### config.mk
export PLATFORM = sky130hd
export DESIGN_NAME = td4_loader
export DESIGN_NICKNAME = d
export VERILOG_FILES = /design/src/rtl/td4_loader.sv
export SDC_FILE = /design/constraint.sdc
export NUM_CORES = 1
export LEC_CHECK = 0
export CORE_MARGIN = 5
export CORE_UTILIZATION = 40
export CTS_CLUSTER_SIZE = 40
export DETAILED_ROUTE_END_ITERATION = 6
export SLEW_MARGIN = 0
export SYNTH_ARGS = -nofsm -noshare
export SYNTH_HDL_FRONTEND = slang
export SYNTH_SLANG_ARGS = --single-unit
### constraint.sdc
create_clock -name clk -period 13.1 [get_ports clk]
set_input_delay 1.31 -clock clk [delete_from_list [all_inputs] [get_ports clk]]
set_output_delay 1.31 -clock clk [all_outputs]
set_load 0.03 [all_outputs]
### src/rtl/td4_loader.sv
// td4_loader: UART (8N1) framed program loader into a 16x8 RAM that the TD4 core fetches from combinationally.
// Effects land one clk after byte_valid; no backpressure on rx. Define TD4_LOADER_CHECKSUM_EN to add the checksum byte.
module td4_loader #(
  parameter int         CLKS_PER_BIT = 434,
  parameter logic [7:0] SYNC_BYTE    = 8'hA5
) (
  input  logic       clk,
  input  logic       reset,
  input  logic       rx,
  input  logic [3:0] cpu_addr,
  output logic [7:0] cpu_data,
  output logic       cpu_reset,
  output logic       load_done,
  output logic       load_err
);
  localparam int            CW        = $clog2(CLKS_PER_BIT);
  localparam logic [CW-1:0] BIT_LAST  = CW'(CLKS_PER_BIT - 1);
  localparam logic [CW-1:0] HALF_LAST = CW'(CLKS_PER_BIT / 2 - 1);

  typedef enum logic [1:0] {RX_IDLE, RX_START, RX_DATA, RX_STOP} rx_state_t;

  typedef enum logic [2:0] {
    WAIT_SYNC, GET_COUNT, GET_DATA, RUN
`ifdef TD4_LOADER_CHECKSUM_EN
    , GET_SUM
`endif
  } state_t;

  rx_state_t     rx_state_q, rx_state_d;
  logic          rx_meta_q, rx_sync_q, rx_prev_q;
  logic [CW-1:0] bit_cnt_q, bit_cnt_d;
  logic [2:0]    bit_idx_q, bit_idx_d;
  logic [7:0]    shift_q, shift_d;
  logic          byte_vld_q, byte_vld_d;
  logic          frame_err_q, frame_err_d;

  state_t        state_q, state_d;
  logic [4:0]    cnt_q, cnt_d;
  logic [4:0]    ptr_q, ptr_d;
  logic [7:0]    sum_q, sum_d;
  logic          cpu_reset_q, cpu_reset_d;
  logic          load_done_q, load_done_d;
  logic          load_err_q, load_err_d;
  logic          ram_we;
  logic [7:0]    ram_q [16];

  always_ff @(posedge clk or posedge reset) begin
    if (reset) begin
      rx_meta_q   <= 1'b1;
      rx_sync_q   <= 1'b1;
      rx_prev_q   <= 1'b1;
      rx_state_q  <= RX_IDLE;
      bit_cnt_q   <= '0;
      bit_idx_q   <= '0;
      shift_q     <= '0;
      byte_vld_q  <= 1'b0;
      frame_err_q <= 1'b0;
    end else begin
      rx_meta_q   <= rx;
      rx_sync_q   <= rx_meta_q;
      rx_prev_q   <= rx_sync_q;
      rx_state_q  <= rx_state_d;
      bit_cnt_q   <= bit_cnt_d;
      bit_idx_q   <= bit_idx_d;
      shift_q     <= shift_d;
      byte_vld_q  <= byte_vld_d;
      frame_err_q <= frame_err_d;
    end
  end

  always_comb begin
    rx_state_d  = rx_state_q;
    bit_cnt_d   = bit_cnt_q + CW'(1);
    bit_idx_d   = bit_idx_q;
    shift_d     = shift_q;
    byte_vld_d  = 1'b0;
    frame_err_d = 1'b0;
    case (rx_state_q)
      RX_IDLE: begin
        bit_cnt_d = '0;
        if (rx_prev_q && !rx_sync_q) rx_state_d = RX_START;
      end
      RX_START: begin
        // A line that is high again at mid start bit was a glitch.
        if (bit_cnt_q == HALF_LAST) begin
          bit_cnt_d  = '0;
          bit_idx_d  = '0;
          rx_state_d = rx_sync_q ? RX_IDLE : RX_DATA;
        end
      end
      RX_DATA: begin
        if (bit_cnt_q == BIT_LAST) begin
          bit_cnt_d = '0;
          shift_d   = {rx_sync_q, shift_q[7:1]};
          bit_idx_d = bit_idx_q + 3'd1;
          if (bit_idx_q == 3'd7) rx_state_d = RX_STOP;
        end
      end
      RX_STOP: begin
        if (bit_cnt_q == BIT_LAST) begin
          bit_cnt_d   = '0;
          byte_vld_d  = rx_sync_q;
          frame_err_d = !rx_sync_q;
          rx_state_d  = RX_IDLE;
        end
      end
      default: rx_state_d = RX_IDLE;
    endcase
  end

  always_ff @(posedge clk or posedge reset) begin
    if (reset) begin
      state_q     <= WAIT_SYNC;
      cnt_q       <= '0;
      ptr_q       <= '0;
      sum_q       <= '0;
      cpu_reset_q <= 1'b1;
      load_done_q <= 1'b0;
      load_err_q  <= 1'b0;
      for (int i = 0; i < 16; i++) ram_q[i] <= '0;
    end else begin
      state_q     <= state_d;
      cnt_q       <= cnt_d;
      ptr_q       <= ptr_d;
      sum_q       <= sum_d;
      cpu_reset_q <= cpu_reset_d;
      load_done_q <= load_done_d;
      load_err_q  <= load_err_d;
      if (ram_we) ram_q[ptr_q[3:0]] <= shift_q;
    end
  end

  always_comb begin
    state_d     = state_q;
    cnt_d       = cnt_q;
    ptr_d       = ptr_q;
    sum_d       = sum_q;
    cpu_reset_d = cpu_reset_q;
    load_done_d = load_done_q;
    load_err_d  = load_err_q;
    ram_we      = 1'b0;
    if (frame_err_q) begin
      // A running core is never disturbed by line noise.
      if (state_q != RUN) begin
        load_err_d = 1'b1;
        state_d    = WAIT_SYNC;
      end
    end else if (byte_vld_q) begin
      case (state_q)
        WAIT_SYNC, RUN: begin
          if (shift_q == SYNC_BYTE) begin
            state_d     = GET_COUNT;
            cpu_reset_d = 1'b1;
            load_done_d = 1'b0;
            load_err_d  = 1'b0;
          end
        end
        GET_COUNT: begin
          if (shift_q <= 8'd16) begin
            cnt_d   = (shift_q == 8'd0) ? 5'd16 : shift_q[4:0];
            ptr_d   = '0;
            sum_d   = '0;
            state_d = GET_DATA;
          end else begin
            load_err_d = 1'b1;
            state_d    = WAIT_SYNC;
          end
        end
        GET_DATA: begin
          ram_we = 1'b1;
          ptr_d  = ptr_q + 5'd1;
          sum_d  = sum_q + shift_q;
          if (ptr_q + 5'd1 == cnt_q) begin
`ifdef TD4_LOADER_CHECKSUM_EN
            state_d     = GET_SUM;
`else
            state_d     = RUN;
            cpu_reset_d = 1'b0;
            load_done_d = 1'b1;
`endif
          end
        end
`ifdef TD4_LOADER_CHECKSUM_EN
        GET_SUM: begin
          if (shift_q == sum_q) begin
            state_d     = RUN;
            cpu_reset_d = 1'b0;
            load_done_d = 1'b1;
          end else begin
            load_err_d = 1'b1;
            state_d    = WAIT_SYNC;
          end
        end
`endif
        default: state_d = WAIT_SYNC;
      endcase
    end
  end

  assign cpu_data  = ram_q[cpu_addr];
  assign cpu_reset = cpu_reset_q;
  assign load_done = load_done_q;
  assign load_err  = load_err_q;

endmodule

# After elaboration in Yosys (flattened, before gate mapping)
# Index checks and enable logic that the tools add are counted.
[classes] bitwise=3 n_mux=47 reduce_logical=21 order_cmp=4 n_eq_ne=24 n_addsub=3
[ops] operator="128-bit bitwise mux" count=1
[ops] operator="8-bit binary-select mux with 4-bit select" count=1
[ops] operator="8-bit demux with 4-bit select" count=1
[ops] operator="9-bit one-hot mux with 3 select lines" count=1
[ops] operator="8-bit 2-to-1 mux" count=3
[ops] operator="3-bit 2-to-1 mux" count=7
[ops] operator="9-bit 2-to-1 mux" count=2
[ops] operator="2-bit inequality test, second input constant" count=8
[ops] operator="1-bit 2-to-1 mux" count=15
[ops] operator="5-bit AND reduction" count=3
[ops] operator="2-bit 2-to-1 mux" count=7
[ops] operator="4-bit AND reduction" count=3
[ops] operator="5-bit >= comparator, second input constant" count=2
[ops] operator="5-bit 2-to-1 mux" count=2
[ops] operator="4-bit inverter with 5-bit output" count=2
[ops] operator="5-bit one-hot mux with 2 select lines" count=1
[ops] operator="9-bit by 1-bit adder with 9-bit output, second input constant" count=1
[ops] operator="9-bit by 8-bit equality test with 1-bit output, second input constant" count=1
[ops] operator="9-bit equality test, second input constant" count=1
[ops] operator="3-bit inequality test, second input constant" count=3
[ops] operator="3-bit one-hot mux with 3 select lines" count=1
[ops] operator="8-bit equality test, second input constant" count=1
[ops] operator="8-bit by 5-bit less-or-equal comparator with 1-bit output, second input constant" count=1
[ops] operator="8-bit logical NOT" count=1
[ops] operator="24 further kinds" count=33
[word_totals] register_bits=171 word_cells=133

# Logic depth before layout (Yosys ltp)
# Gate-level depths: netlist of run 1.
[logic_depth] ltp_word=6 mapped_depth=8

# Worst setup path before layout of run 1
# Ideal clock, no wire load.
[synth_timing] path_kind="input port to output port" from="input port cpu_addr[1]" to="output port cpu_data[0]" cell_stages=5 required_time_ns=11.790 arrival_time_ns=2.690 setup_slack_ns=9.100 n_path_buf=3 path_cell_list="buf_6 -> buf_4 -> buf_2 -> mux4_2 -> mux4_2"
[synth_between] elab_chain_len=4
[synth_rtl] element="from (decl)" line_no="10" text="input logic [3:0] cpu_addr,"
[synth_rtl] element="4-bit inverter with 5-bit output (not written as such)" line_no="200" text="assign cpu_data = ram_q[cpu_addr];"
[synth_rtl] element="8-bit binary-select mux with 4-bit select" line_no="200"
[synth_rtl] element="8-bit 2-to-1 mux (not written as such) (2 in series)" line_no="200"
[synth_rtl] element="to (decl)" line_no="11" text="output logic [7:0] cpu_data,"
# No other way between the ends. The select of a mux whose other input is x is not followed.

# Final worst setup path of run 1
[layout_timing] from="input port cpu_addr[0]" to="output port cpu_data[4]"
# The elaborated chain is that of the path after synthesis.

==> results of run 1 <==
## worst min path at each step
| stage | to | depth (start not counted) | slack [ns] | from |
|---|---|---|---|---|
| 6_report | rx_sync_q$_DFF_PP1_ | 0 | 0.36 | rx_meta_q$_DFF_PP1_ |
| 5_1_grt | rx_sync_q$_DFF_PP1_ | 0 | 0.37 | rx_meta_q$_DFF_PP1_ |
| 4_1_cts | rx_sync_q$_DFF_PP1_ | 0 | 0.36 | rx_meta_q$_DFF_PP1_ |
| 3_5_place_dp | rx_sync_q$_DFF_PP1_ | 0 | 0.35 | rx_meta_q$_DFF_PP1_ |
| 3_3_place_gp | rx_sync_q$_DFF_PP1_ | 0 | 0.35 | rx_meta_q$_DFF_PP1_ |
| 2_1_floorplan | rx_sync_q$_DFF_PP1_ | 0 | 0.35 | rx_meta_q$_DFF_PP1_ |
## registers in the layout (all words and copies together), names as in the netlist, named ones only
signal and flops:
rx_sync_q 1, cnt_q 5, ptr_q 5, load_err 1, load_done 1, cpu_reset 1, ram_q 128, bit_cnt_q 9
rx_meta_q 1, state_q 2, frame_err_q 1, byte_vld_q 1, bit_idx_q 3, rx_state_q 1, shift_q 8, rx_prev_q 1
## layout make-up
type	instances	area, sq um	share of cell area, %
inverter	18	72.6	0.813
clock buffer	21	470	5.27
timing repair buffer	18	168	1.88
sequential	170	4260	47.7
clock inverter	11	134	1.50
tap	265	332	3.71
multi-input combinational	347	3500	39.1
## metal layers
layer | up-vias | part of all wire (%)
met3 | 19 | 3.3
met1 | 2478 | 46
met4 | 0 | 1.7
li1 | 2080 | -
met5 | - | 0
met2 | 93 | 49
## Yosys cell counts (all sizes together) (5+ instances only)
master	count	area, sq um
clkbuf	18	68.8
xnor2	6	52.6
o21ai	14	70.1
nand2	43	161
a21oi	8	43.8
dfrtp	166	4150
mux4	40	901
ha	12	150
buf	16	110
nor3	5	35.0
mux2	129	1450
nor2	26	135
xor2	5	43.8
inv	18	67.6
nand3	9	45.0
## where the power goes
group / switching (uW) / internal (uW)
clock: 214 / 299
sequential: 10.1 / 533
combinational: 35.6 / 19.1
## per-stage QoR
stage          hold slack (ns)  utilization (%)  worst slack (ns)  std cells  cell area, sq um
2_1_floorplan            0.345                -              7.19        569              8000
3_3_place_gp             0.346             42.5              7.96        818              8330
3_5_place_dp             0.349             42.5              7.87        818              8330
4_1_cts                  0.359             45.6              7.87        850              8930
5_1_grt                  0.365             45.6              7.75        850              8930
6_report                 0.358             45.6              7.92        850              8930
## logic make-up (layout without fill, tap and decap cells)
logic type	count (synthesis)	in the layout	share of synthesized area, %
fa+ha+maj	12	12	1.88
mux	170	170	29.5
buf+inv	52	68	3.08
xor+xnor	11	11	1.20
compound gates	43	43	3.58
flops	170	170	53.2
simple gates	111	111	7.49
==> flow_summary_export.csv, run 1 <==
group,metric,value,unit
run_status,status,"completed",
cts,clock-sinks,170,
global_route,grt_util_met3,3.77,%
cts,numCtsBuffers,17,
finish,drive_above_1_share,38.5,%
timing,min_period,5.18,ns
global_route,grt_pass1_vias,4908,
power,leakage,0.00411,uW
die,fp-row-count,51,
synthesis,netlist_instances,569,
power,ir_drop,0.0945,mV
route,vias_per_cell,5.49,
synthesis,synth_seq_cells,170,
synthesis,synth.avg_cell_area,14.1,sq um
route,drc_errors,0,
power,p_per_area,124,mW/mm^2
hold_path,hp-class,"register to register",
cts,cts_hold_buffers,0,
setup_path,worstSetupStartpoint,"cpu_addr[0]",
finish,final_common_cell,"dfrtp_1",
route,routedWlPerCell,20.2,um
route,drt-total-wl,17200,um
setup_path,r2r-start,"state_q[0]$_DFFE_PP0P_",
synthesis,synth-main-ff-cell,"dfrtp_1",
setup_path,path_delay_family,"buffers and inverters",
timing,tns,0,ns
global_route,antenna_found_initial,0,
setup_path,cp.depth,4,
timing,fin_skew,0.00775,ns
cts,root_buffer,"clkbuf_16",
timing,fmax,193,MHz
cts,path_clk_slew,0.07,ns
global_route,grt.met1_usage,22.3,%
global_route,grt_max_degree,112,
setup_path,r2r_cells,7,
flow_run,maxCapViolCount,0,
timing,relSlewSlack,29.9,%
setup_path,cp_max_fo,32,
timing,finalCritPeriodShare,39.6,%
synthesis,yosysSeqAreaShare,53.2,%
setup_path,reg2reg_slack,10.39,ns
global_route,busiest_layer,"met2",
route,drt_pre_antenna_iters,5,
setup_path,reg2reg_to,"ram_q[30]$_DFFE_PP0P_",
setup_path,critPathMaxStageDelay,0.78,ns
setup_path,cp-start-kind,"input port",
route,drt_first_iter_violations,202,
cts,clk_latency,0.43,ns
cts,post_cts_buffers,0,
setup_path,crit_buf_inv,2,
setup_path,slowest_stage,"buf_2",
cts,cts_resized,0,
power,finalPower,1110,uW
setup_path,critPathMostFrequentCell,"mux4_2",
global_route,grt_pass1_wl,27700,um
finish,diodes,0,
global_route,grt_use_total,16.2,%
timing,rsz0062_at_grt,"no",
die,initial_core_util,40.8,%
die,ios,18,
cts,ctsLongestPathBuffers,2,
setup_path,crit_type,"input port to primary output",
die,die-area,0.0229,sq mm
finish,nFillCells,1763,
cts,htree_levels,4,
synthesis,syn-num-nets,588,
setup_path,path_cells,"buf_2, mux4_2, mux4_2, clkdlybuf4s50_1",
synthesis,synth_warnings,0,
route,antenna_left,0,
setup_path,crit_arrival,3.87,ns
synthesis,syn_area,0.00800,sq mm
timing,hold_viol,0,
timing,finalSetupViolCount,0,
timing,slew_violations,0,
finish,num-nets-final,591,
timing,tightestPinTransition,1.05,ns
die,core,0.0196,sq mm
finish,final_cell_mix,"166 x dfrtp_1, 125 x mux2_2, 43 x nand2_1, 40 x mux4_2, 17 x clkbuf_16",
route,vias,4670,
placed_design,hpwl,11000,um
placed_design,place.gp.congestion,0.778,
synthesis,synth-edff-count,0,
die,fp.dieH,151,um
placed_design,io_buffers,17,
cts,cts_tree,"yes",
finish,area_growth,11.6,%
die,die_w,151,um
synthesis,synth_cell_types,61,
global_route,grt_remaining_overflow,0,
setup_path,endpoint_kind,"primary output",
setup_path,crit_end,"cpu_data[4]",
setup_path,worstPathRequired,11.79,ns
global_route,grtUsageMet2,25.5,%
synthesis,async_reset_ff_share,100,%
Power figures use the tool's default switching activity.
==> run 2, diff against run 1 <==
Clock period 13.1 ns to 4.8 ns, I/O delays scaled along.
==> run 2 against run 1 <==
Effect of this change:
- worst setup slack got worse by 6.4 ns
- hold slack gained 0.0057 ns
- count of clock-buffer cells in the layout rose by 1
- global-route usage fell by 0.25 points
- critical endpoint unchanged
==> flow_summary_export.csv, run 2 (synthesis results as in run 1) <==
group,metric,value,unit
timing,finalCritPeriodShare,69.1,%
finish,final_common_cell,"dfrtp_1",
timing,slew_violations,0,
route,drt_pre_antenna_iters,4,
die,ios,18,
power,leakage,0.00414,uW
route,routedWlPerCell,19.7,um
placed_design,hpwl,10700,um
cts,ctsLongestPathBuffers,2,
cts,clk_latency,0.42,ns
finish,num-nets-final,595,
setup_path,path_cells,"buf_2, buf_4, mux4_2, mux4_2, clkdlybuf4s50_1",
hold_path,holdCritStartpoint,"rx_meta_q$_DFF_PP1_",
power,finalPower,3110,uW
placed_design,io_buffers,17,
die,die-area,0.0229,sq mm
timing,min_period,3.31,ns
setup_path,cp_max_fo,16,
finish,diodes,0,
setup_path,reg2reg_slack,2.12,ns
finish,final_cell_mix,"166 x dfrtp_1, 125 x mux2_2, 43 x nand2_1, 40 x mux4_2, 17 x clkbuf_16",
timing,tightestPinTransition,0.931,ns
global_route,grt_max_degree,171,
route,drc_errors,0,
die,initial_core_util,40.8,%
setup_path,endpoint_kind,"primary output",
die,core,0.0196,sq mm
timing,rsz0062_at_grt,"no",
cts,post_cts_buffers,0,
route,drt-total-wl,16900,um
finish,top_register,"ram_q",
setup_path,critPathMostFrequentCell,"mux4_2",
setup_path,slowest_stage,"clkdlybuf4s50_1",
power,p_per_area,345,mW/mm^2
cts,cts_resized,0,
setup_path,critPathMaxStageDelay,0.62,ns
placed_design,post-place-ws,1.41,ns
setup_path,crit_type,"input port to primary output",
setup_path,crit_buf_inv,3,
die,fp.dieH,151,um
global_route,grt_use_total,16.0,%
route,vias,4571,
route,vias_per_cell,5.35,
finish,top_regs,"ram_q (128), bit_cnt_q (9), shift_q (8)",
timing,fmax,302,MHz
finish,largest_reg_flops,128,
finish,drive_above_1_share,38.7,%
flow_run,maxCapViolCount,0,
placed_design,place.gp.congestion,0.795,
timing,fin_skew,0.00808,ns
cts,path_clk_slew,0.07,ns
global_route,antenna_found_initial,0,
timing,hold_viol,0,
global_route,grt_remaining_overflow,0,
finish,nFillCells,1754,
cts,root_buffer,"clkbuf_16",
hold_path,hp-class,"register to register",
die,die_w,151,um
run_status,status,"completed",
cts,cts_hold_buffers,0,
die,fp-row-count,51,
cts,numCtsBuffers,17,
timing,tns,0,ns
setup_path,crit_arrival,2.83,ns
timing,fin_ws,1.49,ns
setup_path,cp-start-kind,"input port",
cts,clock-sinks,170,
route,drt_first_iter_violations,235,
setup_path,r2r-start,"state_q[0]$_DFFE_PP0P_",
global_route,grt_pass1_wl,27500,um
cts,htree_levels,4,
setup_path,path_delay_family,"buffers and inverters",
timing,relSlewSlack,38.0,%
setup_path,worstPathRequired,4.32,ns
setup_path,worstSetupStartpoint,"cpu_addr[0]",
route,antenna_left,0,
timing,finalSetupViolCount,0,
power,ir_drop,0.218,mV
global_route,grt_pass1_vias,4923,
cts,cts_tree,"yes",
finish,area_growth,12.6,%
-- run 2: changes by cell type in the layout (fill, tap and decap cells not counted), sizes merged --
cell / previous run / this run
inv: 22 / 17
buf: 3 / 7
bufinv: 2 / 4
clkinv: 2 / 4
clkbuf: 21 / 22
-- run 2: worst reg2reg max path, stage by stage, from the launching register on --
cell     delay, ns
dfrtp_1       0.41
inv_1         0.10
ha_1          0.44
inv_2         0.12
nor2_4        0.22
nand2_1       0.15
nor2_2        0.70
mux2_2        0.43
-- run 2: path summary, 6_finish.rpt --
| check | to | cells past startpoint |
|---|---|---|
| worst max-delay path | cpu_data[4] | 5 |
| min in group asynchronous | load_done$_DFFE_PP0P_ | 3 |
| worst min-delay path | rx_sync_q$_DFF_PP1_ | 0 |
| max in group asynchronous | bit_idx_q[0]$_DFFE_PP0P_ | 3 |
| worst max register to register | ram_q[29]$_DFFE_PP0P_ | 7 |
| worst min register to register | rx_sync_q$_DFF_PP1_ | 0 |
-- run 2: stage by stage --
| stage | instances | hold slack [ns] | instance area [sq um] | utilization [%] |
|---|---|---|---|---|
| detailed placement | 822 | 0.353 | 8370 | 42.7 |
| floorplan | 569 | 0.345 | 8010 | - |
| global placement | 822 | 0.349 | 8370 | 42.7 |
| finish | 854 | 0.363 | 9010 | 46.0 |
| global route | 854 | 0.368 | 9010 | 46.0 |
| CTS | 854 | 0.364 | 9010 | 46.0 |
-- run 2: power breakdown --
part	internal [uW]	switching, uW
registers	1450	28.9
logic	54.4	95.3
clock network	915	560
total	2420	684
-- run 2: area by class of cell --
type | instances | area [sq um] | share of cell area, %
well taps | 265 | 332 | 3.68
clock inverters | 10 | 166 | 1.85
repair buffers | 22 | 210 | 2.33
flip-flops and latches | 170 | 4260 | 47.3
multi-input cells | 347 | 3500 | 38.8
clock buffers | 22 | 474 | 5.26
inverters | 18 | 71.3 | 0.792
-- run 2: layer usage --
layer | wire length, um | global-route usage [%]
met1 | 7840 | 22.5
met2 | 8050 | 24.6
met3 | 701 | 3.05
met4 | 269 | 5.80
met5 | 0 | 0
==> run 3, diff against run 2 <==
Clock period 4.8 ns to 2.7 ns, I/O delays scaled along.
==> run 3 against run 2 <==
Effect of this change:
- register-to-register slack got worse by 1.8 ns
- via count increased by 3.8%
- clock power increased by 56%
- cell count increased by 2.1%
- utilization increased by 0.33 points
- global-route usage increased by 0.90 points
- sequential cell count unchanged
- critical endpoint is now ram_q[67]$_DFFE_PP0P_
- largest power group unchanged
- highest routed layer unchanged
==> flow_summary_export.csv, run 3 (synthesis results as in run 1) <==
group,metric,value,unit
run_status,status,"completed",
cts,cts_tree,"yes",
setup_path,crit_arrival,2.64,ns
timing,fin_skew,0.00945,ns
setup_path,cp_max_fo,8,
timing,tns,0,ns
finish,top_regs,"ram_q (128), bit_cnt_q (9), shift_q (8)",
cts,cts_hold_buffers,0,
cts,clk_latency,0.43,ns
cts,htree_levels,4,
hold_path,hp-class,"input port to register",
finish,area_growth,13.4,%
setup_path,r2r-start,"state_q[0]$_DFFE_PP0P_",
finish,num-nets-final,613,
route,drt_first_iter_violations,247,
timing,relSlewSlack,45.3,%
route,drt-total-wl,17600,um
die,fp-row-count,51,
power,leakage,0.00423,uW
timing,hold_viol,0,
cts,root_buffer,"clkbuf_16",
route,vias_per_cell,5.44,
route,vias,4743,
cts,clock-sinks,170,
die,initial_core_util,40.8,%
placed_design,dpl-instance-area,0.00852,sq mm
die,die-area,0.0229,sq mm
placed_design,hpwl,11800,um
die,fp.dieH,151,um
route,drt_pre_antenna_iters,4,
placed_design,place.gp.congestion,0.773,
placed_design,io_buffers,17,
finish,diodes,0,
die,ios,18,
finish,drive_above_1_share,42.0,%
setup_path,worstPathRequired,3.01,ns
timing,tightestPinTransition,0.819,ns
finish,fin_area,0.00907,sq mm
timing,finalSetupViolCount,0,
timing,finalCritPeriodShare,86.3,%
global_route,grt_pass1_wl,28900,um
timing,slew_violations,0,
timing,fmax,429,MHz
hold_path,holdCritStartpoint,"rx",
setup_path,cp-start-kind,"register",
setup_path,worstSetupStartpoint,"state_q[0]$_DFFE_PP0P_",
route,routedWlPerCell,20.1,um
route,antenna_left,0,
global_route,grt_use_total,16.9,%
global_route,grt_max_degree,65,
cts,numCtsBuffers,17,
finish,final_cell_mix,"166 x dfrtp_1, 125 x mux2_2, 43 x nand2_1, 40 x mux4_2, 27 x buf_4",
power,p_per_area,576,mW/mm^2
global_route,grt_pass1_vias,5131,
cts,path_clk_slew,0.07,ns
power,ir_drop,0.386,mV
flow_run,maxCapViolCount,0,
global_route,grt_remaining_overflow,0,
cts,post_cts_buffers,0,
timing,rsz0062_at_grt,"no",
timing,min_period,2.33,ns
finish,largest_reg_flops,128,
cts,cts_resized,0,
setup_path,crit_type,"register to register",
global_route,antenna_found_initial,0,
cts,ctsLongestPathBuffers,2,
finish,utilization,46.3,%
route,drc_errors,0,
die,die_w,151,um
setup_path,endpoint_kind,"register",
die,core,0.0196,sq mm
finish,top_register,"ram_q",
finish,final_common_cell,"dfrtp_1",
run 3: cell count changes in the layout (fill, tap and decap cells not counted), sizes merged:
cell	before	now
bufinv	4	0
clkbuf	22	19
inv	17	25
buf	7	33
clkinv	4	3
clkdlybuf4s50	15	7
run 3: final timing paths:
| check | slack (ns) | cells past startpoint | end |
|---|---|---|---|
| max in group asynchronous | 1.72 | 3 | ram_q[31]$_DFFE_PP0P_ |
| worst max register to register | 0.37 | 7 | ram_q[67]$_DFFE_PP0P_ |
| worst min register to register | 0.36 | 0 | rx_sync_q$_DFF_PP1_ |
| min in group asynchronous | 0.25 | 2 | bit_idx_q[0]$_DFFE_PP0P_ |
| worst max-delay path | 0.37 | 7 | ram_q[67]$_DFFE_PP0P_ |
| worst min-delay path | 0.24 | 1 | rx_meta_q$_DFF_PP1_ |
run 3: worst max-delay path, cell delays in order, from the launching register on:
cell and delay, ns:
dfrtp_1 0.41, inv_1 0.08, ha_1 0.18, inv_2 0.07, nor2_4 0.20, nand2_1 0.17, nor2_2 0.69, mux2_2 0.41
run 3: metrics by stage:
step	hold slack, ns	std cells	worst slack [ns]	power, uW
floorplan	0.274	569	0.265	2900
CTS	0.211	872	0.355	5300
global route	0.212	872	0.244	5440
detailed placement	0.349	840	0.375	2990
global placement	0.346	840	0.435	2970
finish	0.237	872	0.369	5230
run 3: final cells by class:
cell class                 instances  area [sq um]
timing repair buffer              40           363
inverter                          18          71.3
fill                            1775         10500
multi-input combinational        347          3500
sequential                       170          4260
tap                              265           332
clock inverter                    13           109
clock buffer                      19           443
run 3: layer usage:
layer	GRT usage [%]	vias to the layer above	part of all wire [%]
met4	5.35	0	1.5
met2	27.1	75	49
li1	-	2117	-
met3	3.20	17	4.2
met5	0	-	0
met1	23.2	2534	45
run 3: power breakdown:
part	total (uW)	switching (uW)	internal, uW
logic	294	177	117
clock network	2300	1070	1230
registers	2640	52.0	2580
total	5230	1300	3930
